## src/rtl/sha256_msg_sched.sv

```systemverilog
// rtl/sha256_msg_sched.sv - SHA-256 message schedule: loads 16 words, streams W[0..63]
// A 16-word sliding window produces each W[t+16] in the same cycle W[t] is consumed.
module sha256_msg_sched (
   input  logic        clk,
   input  logic        rst_n,
   input  logic        in_valid,
   output logic        in_ready,
   input  logic [31:0] in_data,
   output logic        w_valid,
   input  logic        w_ready,
   output logic [31:0] w_data,
   output logic [5:0]  w_idx,
   output logic        w_last
);

   typedef enum logic {
      LOAD = 1'b0,
      EMIT = 1'b1
   } state_t;

   state_t      state;
   state_t      state_nxt;
   logic [5:0]  cnt;
   logic [5:0]  cnt_nxt;
   logic [31:0] win [16];
   logic        in_hs;
   logic        w_hs;
   logic        shift;
   logic        block_end;
   logic [31:0] new_word;
   logic [31:0] shift_word;

   function automatic logic [31:0] sig0(input logic [31:0] x);
      return {x[6:0], x[31:7]} ^ {x[17:0], x[31:18]} ^ {3'b000, x[31:3]};
   endfunction

   function automatic logic [31:0] sig1(input logic [31:0] x);
      return {x[16:0], x[31:17]} ^ {x[18:0], x[31:19]} ^ {10'b0, x[31:10]};
   endfunction

   // All outputs decode from registers only; nothing combinational from in_* or w_ready.
   assign in_ready = (state == LOAD);
   assign w_valid  = (state == EMIT);
   assign w_data   = win[0];
   assign w_idx    = cnt;
   assign w_last   = (state == EMIT) && (cnt == 6'd63);

   assign in_hs = in_valid && (state == LOAD);
   assign w_hs  = w_ready && (state == EMIT);
   assign shift = in_hs || w_hs;

   // Words computed past t = 47 are never emitted, so no guard is needed on new_word.
   assign new_word   = sig1(win[14]) + win[9] + sig0(win[1]) + win[0];
   assign shift_word = in_hs ? in_data : new_word;

   assign block_end = (in_hs && (cnt == 6'd15)) || (w_hs && (cnt == 6'd63));

   always_comb begin
      cnt_nxt = cnt;
      if (shift) begin
         cnt_nxt = block_end ? 6'd0 : cnt + 6'd1;
      end
   end

   always_comb begin
      state_nxt = state;
      case (state)
         LOAD: if (in_hs && (cnt == 6'd15)) state_nxt = EMIT;
         EMIT: if (w_hs && (cnt == 6'd63)) state_nxt = LOAD;
         default: state_nxt = LOAD;
      endcase
   end

   always_ff @(posedge clk or negedge rst_n) begin
      if (!rst_n) begin
         state <= LOAD;
      end else begin
         state <= state_nxt;
      end
   end

   always_ff @(posedge clk or negedge rst_n) begin
      if (!rst_n) begin
         cnt <= 6'd0;
      end else begin
         cnt <= cnt_nxt;
      end
   end

   always_ff @(posedge clk or negedge rst_n) begin
      if (!rst_n) begin
         for (int i = 0; i < 16; i++) begin
            win[i] <= 32'h0;
         end
      end else if (shift) begin
         for (int i = 0; i < 15; i++) begin
            win[i] <= win[i+1];
         end
         win[15] <= shift_word;
      end
   end

endmodule

```

## config.mk

```make
export PLATFORM = sky130hd
export DESIGN_NAME = sha256_msg_sched
export DESIGN_NICKNAME = d
export VERILOG_FILES = /design/src/rtl/sha256_msg_sched.sv
export SDC_FILE = /design/constraint.sdc
export NUM_CORES = 1
export LEC_CHECK = 0
export CORE_UTILIZATION = 40
export DETAILED_ROUTE_END_ITERATION = 8
export PLACE_DENSITY = 0.53
export SYNTH_ARGS = -nofsm -noshare
export SYNTH_HDL_FRONTEND = slang
export SYNTH_SLANG_ARGS = --single-unit
```

## constraint.sdc

```tcl
create_clock -name clk -period 6.5 [get_ports clk]
set_input_delay 1.3 -clock clk [delete_from_list [all_inputs] [get_ports clk]]
set_output_delay 1.3 -clock clk [all_outputs]
set_load 0.01 [all_outputs]
```

After elaboration in Yosys (flattened, before gate mapping)
Index checks and enable logic that the tools add are counted.
- add/sub/neg operators: 4
- equality and inequality tests: 2
- mux-type cells: 5
- bitwise gates (word level): 5
- reduce and logical (&&, ||, !) cells: 7
- operators by type and width (kind ; number):
    $add 32x32->32 ; 3
    $xor 32x32->32 ; 2
    $mux 32 ; 1
    $xor 32x22->32 ; 1
    $xor 32x29->32 ; 1
    $add 6x1->6 const B ; 1
    $eq 6x4->1 const B ; 1
    $eq 6x6->1 const B ; 1
    $mux 6 ; 1
    $logic_and 1x1->1 ; 5
    $logic_or 1x1->1 ; 2
    $mux 1 ; 2
    $pmux 1 s2 ; 1
    $not 1->1 ; 1
- register bits: 519
- input bits: 36
- output and inout bits: 41
- word-level logic and storage cells: 41

Logic depth before layout (Yosys ltp)
Gate-level depths: netlist of run 1.
- depth in word-level cells: 6
- gate-level depth with buffers: 17
- depth with buffers taken out: 16

Worst setup path before layout of run 1
Ideal clock, no wire load.
- path kind: register to register
- from: register win[50] (netlist name)
- to: register win[25] (netlist name)
- setup time: 125 ps
- arrival time: 3710 ps
- required time: 6375 ps
- path slack: 2665 ps
- cell stages (with the launch flop): 17
- path buffers: 1
- period minus slack after synthesis: 3835 ps
- cell sequence: dfrtp_1 -> clkbuf_1 -> xor2_1 -> xnor2_1 -> fa_1 -> fa_1 -> inv_1 -> ha_1 -> inv_1 -> fa_1 -> nand2b_1 -> a21oi_2 -> o2111ai_1 -> a2111oi_4 -> nor2_1 -> o31ai_1 -> nor2_1
- cells in the longest elaborated chain, start to end: 6
- ends and longest elaborated chain (element ; line ; text):
    from (decl) ; 25 ; logic [31:0] win [16];
    from (signal, indexed assignment) ; 97 ; win[i] <= win[i+1];
    $xor 32x32->32 ; 38 ; return {x[16:0], x[31:17]} ^ {x[18:0], x[31:19]} ^ {10'b0, x[31:10]};
    $xor 32x22->32 * ; 38 ;
    $add 32x32->32 * (3 in series) ; 53 ; assign new_word = sig1(win[14]) + win[9] + sig0(win[1]) + win[0];
    $mux 32 * ; 54 ; assign shift_word = in_hs ? in_data : new_word;
Every way passes the cells marked *; elsewhere a longest branch is shown, timed or not.
A chain may end at the register's enable or synchronous reset.

Final worst setup path of run 1
- from: register win[58] (netlist name)
- to: register win[28] (netlist name)
Same word-level chain as after synthesis.

==> impl_summary.txt, run 1 <==
----------------------------------------------------
[Status]
  Status ... complete, no violations

[Clock tree]
  Clock sink total ... 519
  Number of buffers added by the clock tree synthesis step ... 57
  Post-CTS Setup Repair Bufs ... 0
  TritonCTS clock tree ... built
  Clk buf depth ... 3
  Clock insertion delay at the later pin of the skew report ... 0.63 ns
  Cell chosen for the clock root ... sky130_fd_sc_hd__clkbuf_16
  Clock-pin slew reported for the worst setup and hold paths after clock tree synthesis ... 0.07 ns
  Hold bufs inserted after CTS ... 0
  Maximum level of the CTS H-tree ... 2
  CTS-repair resized insts ... 0

[Worst setup path]
  Data arrival time of the critical path ... 4.91 ns
  Top fanout value on the critical path ... 9
  Worst r2r path cells ... 13
  Worst path slowest cell ... sky130_fd_sc_hd__fa_1
  Startpoint of the worst-slack reg-to-reg timing path ... win[58]
  Worst r2r dst ... win[28]
  Critical Path Source ... win[58]
  Worst setup path endpoint ... win[28]
  CP Capture Type ... flop
  Cell-by-cell listing of the critical path ... xor2_1 > xnor2_1 > fa_1 > fa_1 > inv_1 > ha_1 > nand3_1 > a211oi_1 > o31ai_1 > a21oi_1 > o21ai_0 > xor2_1 > o21ai_0
  CP required ... 7.06 ns
  Class of the most critical setup path ... reg2reg
  R2r setup slk ... 2.14 ns
  Crit start category ... flop
  Largest stage delay on the critical path ... 0.56 ns

[Synth]
  Biggest area consumer among synthesized cells ... sky130_fd_sc_hd__dfrtp_1
  Cells after Synth ... 2779
  Netlist area before placement ... 24400 um2
  Number of nets in the synthesized netlist ... 2909
  Cell variety after synth ... 54
  Post-synth top flop ... sky130_fd_sc_hd__dfrtp_1
  Number of synthesized register bits ... 519
  Largest cells by area after synthesis ... sky130_fd_sc_hd__dfrtp_1 (53%), sky130_fd_sc_hd__nand2_1 (20%), sky130_fd_sc_hd__fa_1 (5.1%)
  Portion of the post-synthesis area used by sequential elements ... 53.3%
  Most used standard cells in the synthesized netlist ... sky130_fd_sc_hd__nand2_1 (1325), sky130_fd_sc_hd__dfrtp_1 (519), sky130_fd_sc_hd__inv_1 (130), sky130_fd_sc_hd__o21ai_0 (113), sky130_fd_sc_hd__clkbuf_1 (106)
  Number of synthesized flops with an enable pin ... 0
  Fraction of synthesized cell area taken by the top area cell type ... 53.3%
  Most frequently used cell type in the post-synthesis netlist ... sky130_fd_sc_hd__nand2_1
  Async set-reset flop share out of synthesis ... 100%
  Yosys synthesis warning count ... 0
  Mean instance size in the synthesized netlist ... 8.78 um2

[Timing]
  Crit share post-route ... 67.0%
  Unrepaired setup endpoints after global routing ... false
  Hold Violations, Final ... 0
  Accumulated negative setup slack ... 0 ns
  Relative slew margins ... 28.4%
  Upper clock frequency limit ... 0.230 GHz
  Final critical-path required period ... 4.36 ns
  Final slew viol count ... 0
  Worst-case clock skew ... 0.0347 ns
  Worst slew pin tran ... 1.07 ns
  Final setup violation count ... 0

[Place]
  Input/output buffers ... 76
  Final estimated routing congestion in global placement ... 0.925
  Hpwl dp ... 47600 um

[Die]
  Starting utilization of the core area ... 40.5%
  Boundary pin count ... 77
  Full die area ... 62000 um2
  Floorplan Core Area ... 60200 um2
  Height of the die ... 249 um
  Site row count ... 90
  Floorplan die width ... 249 um

[Min path]
  Worst min path class ... reg2reg

[Final layout]
  Final design utilization ... 45.4%
  Fraction of final layout cells with drive strength greater than 1 ... 4.47%
  Area growth syn-to-layout ... 12.1%
  Net count reported at finish ... 2855
  Diode count ... 0

[Drt]
  Vias per Instance ... 4.95
  Number of search-and-repair iterations in the first detailed-routing pass ... 5
  Detail Route Antenna Nets ... 0
  Detailed Route WL ... 67700 um
  DR iter-0 viols ... 1544
  Via count ... 17596
  DRC viols ... 0
  Routed len/inst ... 19.0 um

[Job]
  Number of maximum-capacitance violations ... 0

[Global route]
  GR Util met1 ... 31.5%
  All-Layer GR Usage ... 22.3%
  Maximum number of pins on one net before global-route repair ... 143
  First-pass GRT wire length ... 105000 um
  Global routing's busiest layer ... met2
  Initial antenna violation count ... 0
  Via count of the first global-routing pass ... 17401
  Gr ovfl total ... 0
  Global routing usage on met3 ... 5.61%
  GR Util met2 ... 32.9%

----------------------------------------------------
-- logic make-up (layout without fill, tap and decap cells) --
| group | count (synthesis) | in the layout | synth area share (%) |
|---|---|---|---|
| multiplexers | 5 | 5 | 0.210 |
| buffers and inverters | 337 | 329 | 6.06 |
| flip-flops | 519 | 519 | 53.3 |
| adder cells (fa/ha/maj) | 94 | 94 | 6.73 |
| AND/OR/NAND/NOR | 1431 | 1431 | 22.6 |
| XOR/XNOR | 143 | 143 | 5.14 |
| AO/OA/AOI/OAI | 250 | 250 | 6.01 |
-- area by class of cell --
cell class,count,area [um2]
Multi-Input combinational cell,1923,9930
Fill cell,5967,32900
Timing Repair Buffer,94,1010
Clock buffer,81,1670
Clock inverter,24,278
Inverter,130,488
Sequential cell,519,13000
Tap cell,782,978
-- cell usage in the layout (no fill, tap or decap), drive strengths merged, types with 3 or more instances in the layout --
cell type / count
nand2: 1325
clkbuf: 81
nand2b: 7
mux2i: 4
a21oi: 58
or3: 5
o211ai: 5
buf: 19
xor2: 65
a31oi: 14
a211oi: 5
clkinv: 7
a21o: 13
clkdlybuf4s50: 75
nand3: 17
fa: 62
o21ai: 116
nor3: 6
dfrtp: 519
inv: 139
a22oi: 6
xnor2: 78
o21a: 3
o22ai: 12
bufinv: 4
nor2: 42
and3: 7
clkinvlp: 4
nand4: 9
ha: 32
nor2b: 5
-- per-stage QoR --
step                cells  setup slack, ns  area [um2]  hold WS [ns]
detailed placement   3448             2.21       25400         0.453
global placement     3448             2.22       25400         0.449
global route         3553             1.93       27300         0.481
floorplan            2779             2.67       24400         0.439
CTS                  3553             2.18       27300         0.468
finish               3553             2.14       27300         0.463
-- sequential cells by signal, indices dropped and copies added (netlist names) --
signal	flops
win	480
w_data	32
w_idx	6
w_valid	1
-- worst max-delay path: cells and delay by family, from the launching register on --
kind | cells | cell delay [ns]
buffers and inverters | 1 | 0.04
adders and majority gates | 3 | 1.52
DFF | 1 | 0.46
xor gates and xnor gates | 3 | 0.83
and+or+nand+nor | 1 | 0.14
AOI/OAI and AO/OA | 5 | 1.28
-- metal layers --
metal | up-vias | share of wire (%)
met2 | 413 | 44
met4 | 0 | 3.5
met1 | 8636 | 46
met3 | 116 | 6.5
met5 | - | 0
li1 | 8431 | -
-- worst min-delay path by stage --
stage	slack, ns	depth (start not counted)	endpoint	from
finish	0.46	2	win[335]	win[335]
global route	0.48	2	win[292]	win[292]
CTS	0.47	2	win[292]	win[292]
detailed placement	0.45	2	win[166]	win[134]
global placement	0.45	2	win[340]	win[340]
floorplan	0.44	2	win[100]	win[100]
Power of run 1 is not shown: default switching activity piles up to over one toggle a cycle in this logic, so the estimate is an artifact.
==> run 2, diff against run 1 <==
--- a/config.mk
+++ b/config.mk
@@ -7,7 +7,7 @@
 export LEC_CHECK = 0
 export CORE_UTILIZATION = 40
 export DETAILED_ROUTE_END_ITERATION = 8
-export PLACE_DENSITY = 0.53
+export PLACE_DENSITY = 0.55
 export SYNTH_ARGS = -nofsm -noshare
 export SYNTH_HDL_FRONTEND = slang
 export SYNTH_SLANG_ARGS = --single-unit
==> constraint.sdc (replaced) <==
create_clock -name clk -period 3.8 [get_ports clk]
set_input_delay 0.76 -clock clk [delete_from_list [all_inputs] [get_ports clk]]
set_output_delay 0.76 -clock clk [all_outputs]
set_load 0.01 [all_outputs]
==> run 2 against run 1 <==
Against the previous run:
- the flow now finishes with violations (setup timing)
- count of clock-buffer cells in the layout fell by 3
- hold slack got worse by 0.39 ns
- flip-flop and latch count did not move
- sequential share of layout area fell by 2.7 points
- utilization rose by 2.7 points
- non-clock buffer count rose by 157
- fmax rose by 10%
==> impl_summary.txt, run 2 (same netlist as run 1, synthesis figures left out) <==
----------------------------------------------------
[Status]
  Status ... finished, violations left
  Violations in the final reports ... setup timing

[Final layout]
  Filler Cell Count ... 5809 (-2.6%)
  Filler-free cell count of the finished design ... 3710 (+4.4%)
  Commonest non-fill, non-tap cell in the layout ... sky130_fd_sc_hd__nand2_1
  Register with the most flip-flops ... win
  Net count reported at finish ... 3012 (+5.5%)
  Area growth syn-to-layout ... 18.9%
  Number of flip-flops under the largest register name ... 480 (unchanged)
  Fraction of final layout cells with drive strength greater than 1 ... 11.3% (+6.9 points)
  Final instance area ... 29000 um2 (+6.0%)
  Top library cells by usage in the layout, fill and taps aside ... sky130_fd_sc_hd__nand2_1 (1323), sky130_fd_sc_hd__dfrtp_1 (514), sky130_fd_sc_hd__buf_4 (158)

[Timing]
  Hold Violations, Final ... 0 (unchanged)
  Crit path setup slack, layout ... -0.158 ns (-2.30 ns)
  Final slew viol count ... 0 (unchanged)
  Worst slew pin tran ... 0.693 ns (-0.378 ns)
  Final setup violation count ... 12 (+12)
  Final critical-path required period ... 3.96 ns (-0.399 ns)
  Unrepaired setup endpoints after global routing ... true
  Crit share post-route ... 104% (+37 points)
  Upper clock frequency limit ... 0.253 GHz (+10%)
  Worst-case clock skew ... 0.0249 ns (-0.00975 ns)
  Relative slew margins ... 53.8% (+25 points)
  Worst hold margin ... 0.0751 ns (-0.387 ns)

[Worst setup path]
  Crit start category ... flop
  Top fanout value on the critical path ... 4 (-5)
  CP Capture Type ... flop
  Class of the most critical setup path ... reg2reg
  CP required ... 4.29 ns (-2.77 ns)
  Data arrival time of the critical path ... 4.45 ns (-0.46 ns)

[Place]
  Final estimated routing congestion in global placement ... 0.919 (-0.64%)
  Input/output buffers ... 76 (unchanged)
  Area post-placement ... 26600 um2 (+4.6%)
  Number of cells after detailed placement ... 3595 (+4.3%)
  Hpwl dp ... 50900 um (+6.8%)

[Clock tree]
  Number of buffers added by the clock tree synthesis step ... 57 (unchanged)
  Cell chosen for the clock root ... sky130_fd_sc_hd__clkbuf_16
  Clock-pin slew reported for the worst setup and hold paths after clock tree synthesis ... 0.06 ns (about the same)
  Maximum level of the CTS H-tree ... 2 (unchanged)
  TritonCTS clock tree ... built
  Clock sink total ... 519 (unchanged)
  Clk buf depth ... 3 (unchanged)
  Clock insertion delay at the later pin of the skew report ... 0.63 ns (about the same)

[Drt]
  Detail Route Antenna Nets ... 0 (unchanged)
  Routed len/inst ... 19.0 um (-0.31%)
  Vias per Instance ... 4.91 (-0.95%)
  DR iter-0 viols ... 1520 (-1.6%)
  Detailed Route WL ... 70400 um (+4.1%)
  Via count ... 18199 (+3.4%)
  Number of search-and-repair iterations in the first detailed-routing pass ... 7 (+2)
  DRC viols ... 0 (unchanged)

[Die]
  Boundary pin count ... 77 (unchanged)
  Height of the die ... 249 um (unchanged)
  Site row count ... 90 (unchanged)
  Full die area ... 62000 um2 (unchanged)
  Starting utilization of the core area ... 40.5% (unchanged)
  Floorplan Core Area ... 60200 um2 (unchanged)
  Floorplan die width ... 249 um (unchanged)

[Global route]
  GR Util met2 ... 36.4% (+3.5 points)
  Global routing usage on met3 ... 3.31% (-2.3 points)
  Gr ovfl total ... 0 (unchanged)
  Via count of the first global-routing pass ... 18071 (+3.9%)
  Initial antenna violation count ... 0 (unchanged)
  First-pass GRT wire length ... 110000 um (+4.4%)
  Maximum number of pins on one net before global-route repair ... 136 (-4.9%)
  Global routing's busiest layer ... met2
  All-Layer GR Usage ... 23.2% (+0.92 points)
  GR Util met1 ... 33.8% (+2.2 points)

[Job]
  Number of maximum-capacitance violations ... 0 (unchanged)

[Min path]
  Worst min path class ... in2async

----------------------------------------------------
-- run 2: cell count changes in the layout (fill, tap and decap cells not counted), moves of 6 or more --
cell	previous run	this run
sky130_fd_sc_hd__nor2_1	41	35
sky130_fd_sc_hd__ha_4	0	6
sky130_fd_sc_hd__inv_6	7	1
sky130_fd_sc_hd__o21ai_0	113	104
sky130_fd_sc_hd__o21ai_1	3	11
sky130_fd_sc_hd__a21oi_1	56	48
sky130_fd_sc_hd__buf_4	9	158
sky130_fd_sc_hd__nor2_2	0	6
sky130_fd_sc_hd__ha_1	32	24
sky130_fd_sc_hd__a21oi_2	2	8
sky130_fd_sc_hd__buf_12	9	15
-- run 2: final cells by class --
class                   instances  area [um2]  area share (%)
inverters                     130         488            1.68
multi-input cells            1923       10200            35.2
well taps                     782         978            3.38
repair buffers                251        2270            7.85
clock inverters                26         370            1.28
clock buffers                  78        1670            5.75
diodes                          1        2.50         0.00863
flip-flops and latches        519       13000            44.8
-- run 2: path summary, 6_finish.rpt --
check	start	to	slack [ns]	cells after the start
setup / recovery	win[54]	win[31]	-0.16	16
hold / removal	rst_n	win[320]	0.08	1
setup reg to reg	win[54]	win[31]	-0.16	16
hold reg to reg	win[76]	win[108]	0.46	2
max in group asynchronous	rst_n	win[346]	2.79	2
min in group clk	win[76]	win[108]	0.46	2
-- run 2: worst max-delay path, stage by stage (launching register included) --
cell and delay [ns]:
sky130_fd_sc_hd__dfrtp_2 0.44, sky130_fd_sc_hd__buf_4 0.16, sky130_fd_sc_hd__xor2_2 0.17, sky130_fd_sc_hd__xnor2_1 0.15, sky130_fd_sc_hd__fa_1 0.49, sky130_fd_sc_hd__fa_1 0.55
sky130_fd_sc_hd__inv_2 0.06, sky130_fd_sc_hd__ha_4 0.24, sky130_fd_sc_hd__o211ai_2 0.21, sky130_fd_sc_hd__a21oi_4 0.06, sky130_fd_sc_hd__buf_4 0.14, sky130_fd_sc_hd__o211ai_1 0.34
sky130_fd_sc_hd__o21ai_1 0.11, sky130_fd_sc_hd__buf_4 0.16, sky130_fd_sc_hd__a311oi_4 0.26, sky130_fd_sc_hd__mux2i_1 0.23, sky130_fd_sc_hd__nor2_1 0.07
-- run 2: stage by stage --
| stage | setup slack (ns) | util, % | TNS (ns) |
|---|---|---|---|
| 5_1_grt | -0.309 | 48.1 | -4.00 |
| 2_1_floorplan | 0.0131 | - | 0 |
| 4_1_cts | -0.191 | 47.9 | -0.961 |
| 6_report | -0.158 | 48.1 | -0.838 |
| 3_3_place_gp | -0.263 | 44.1 | -2.76 |
| 3_5_place_dp | -0.276 | 44.1 | -2.77 |
-- run 2: what timing repair did --
| item | in CTS | in global routing |
|---|---|---|
| cloned | 0 | 0 |
| buffers inserted | 5 | 5 |
| hold buffers | 0 | 0 |
| pin swaps | 24 | 21 |
| setup endpoints to repair | 21 | 24 |
| gates resized for setup | 39 | 28 |
-- run 2: metal layers --
metal / wire length (um) / up-vias / share of wire [%]
li1: - / 8730 / -
met2: 32700 / 344 / 46
met3: 3330 / 74 / 4.7
met1: 33000 / 9051 / 47
met4: 1440 / 0 / 2.0
met5: 0 / - / 0
Power of run 2 is left out for the same reason.
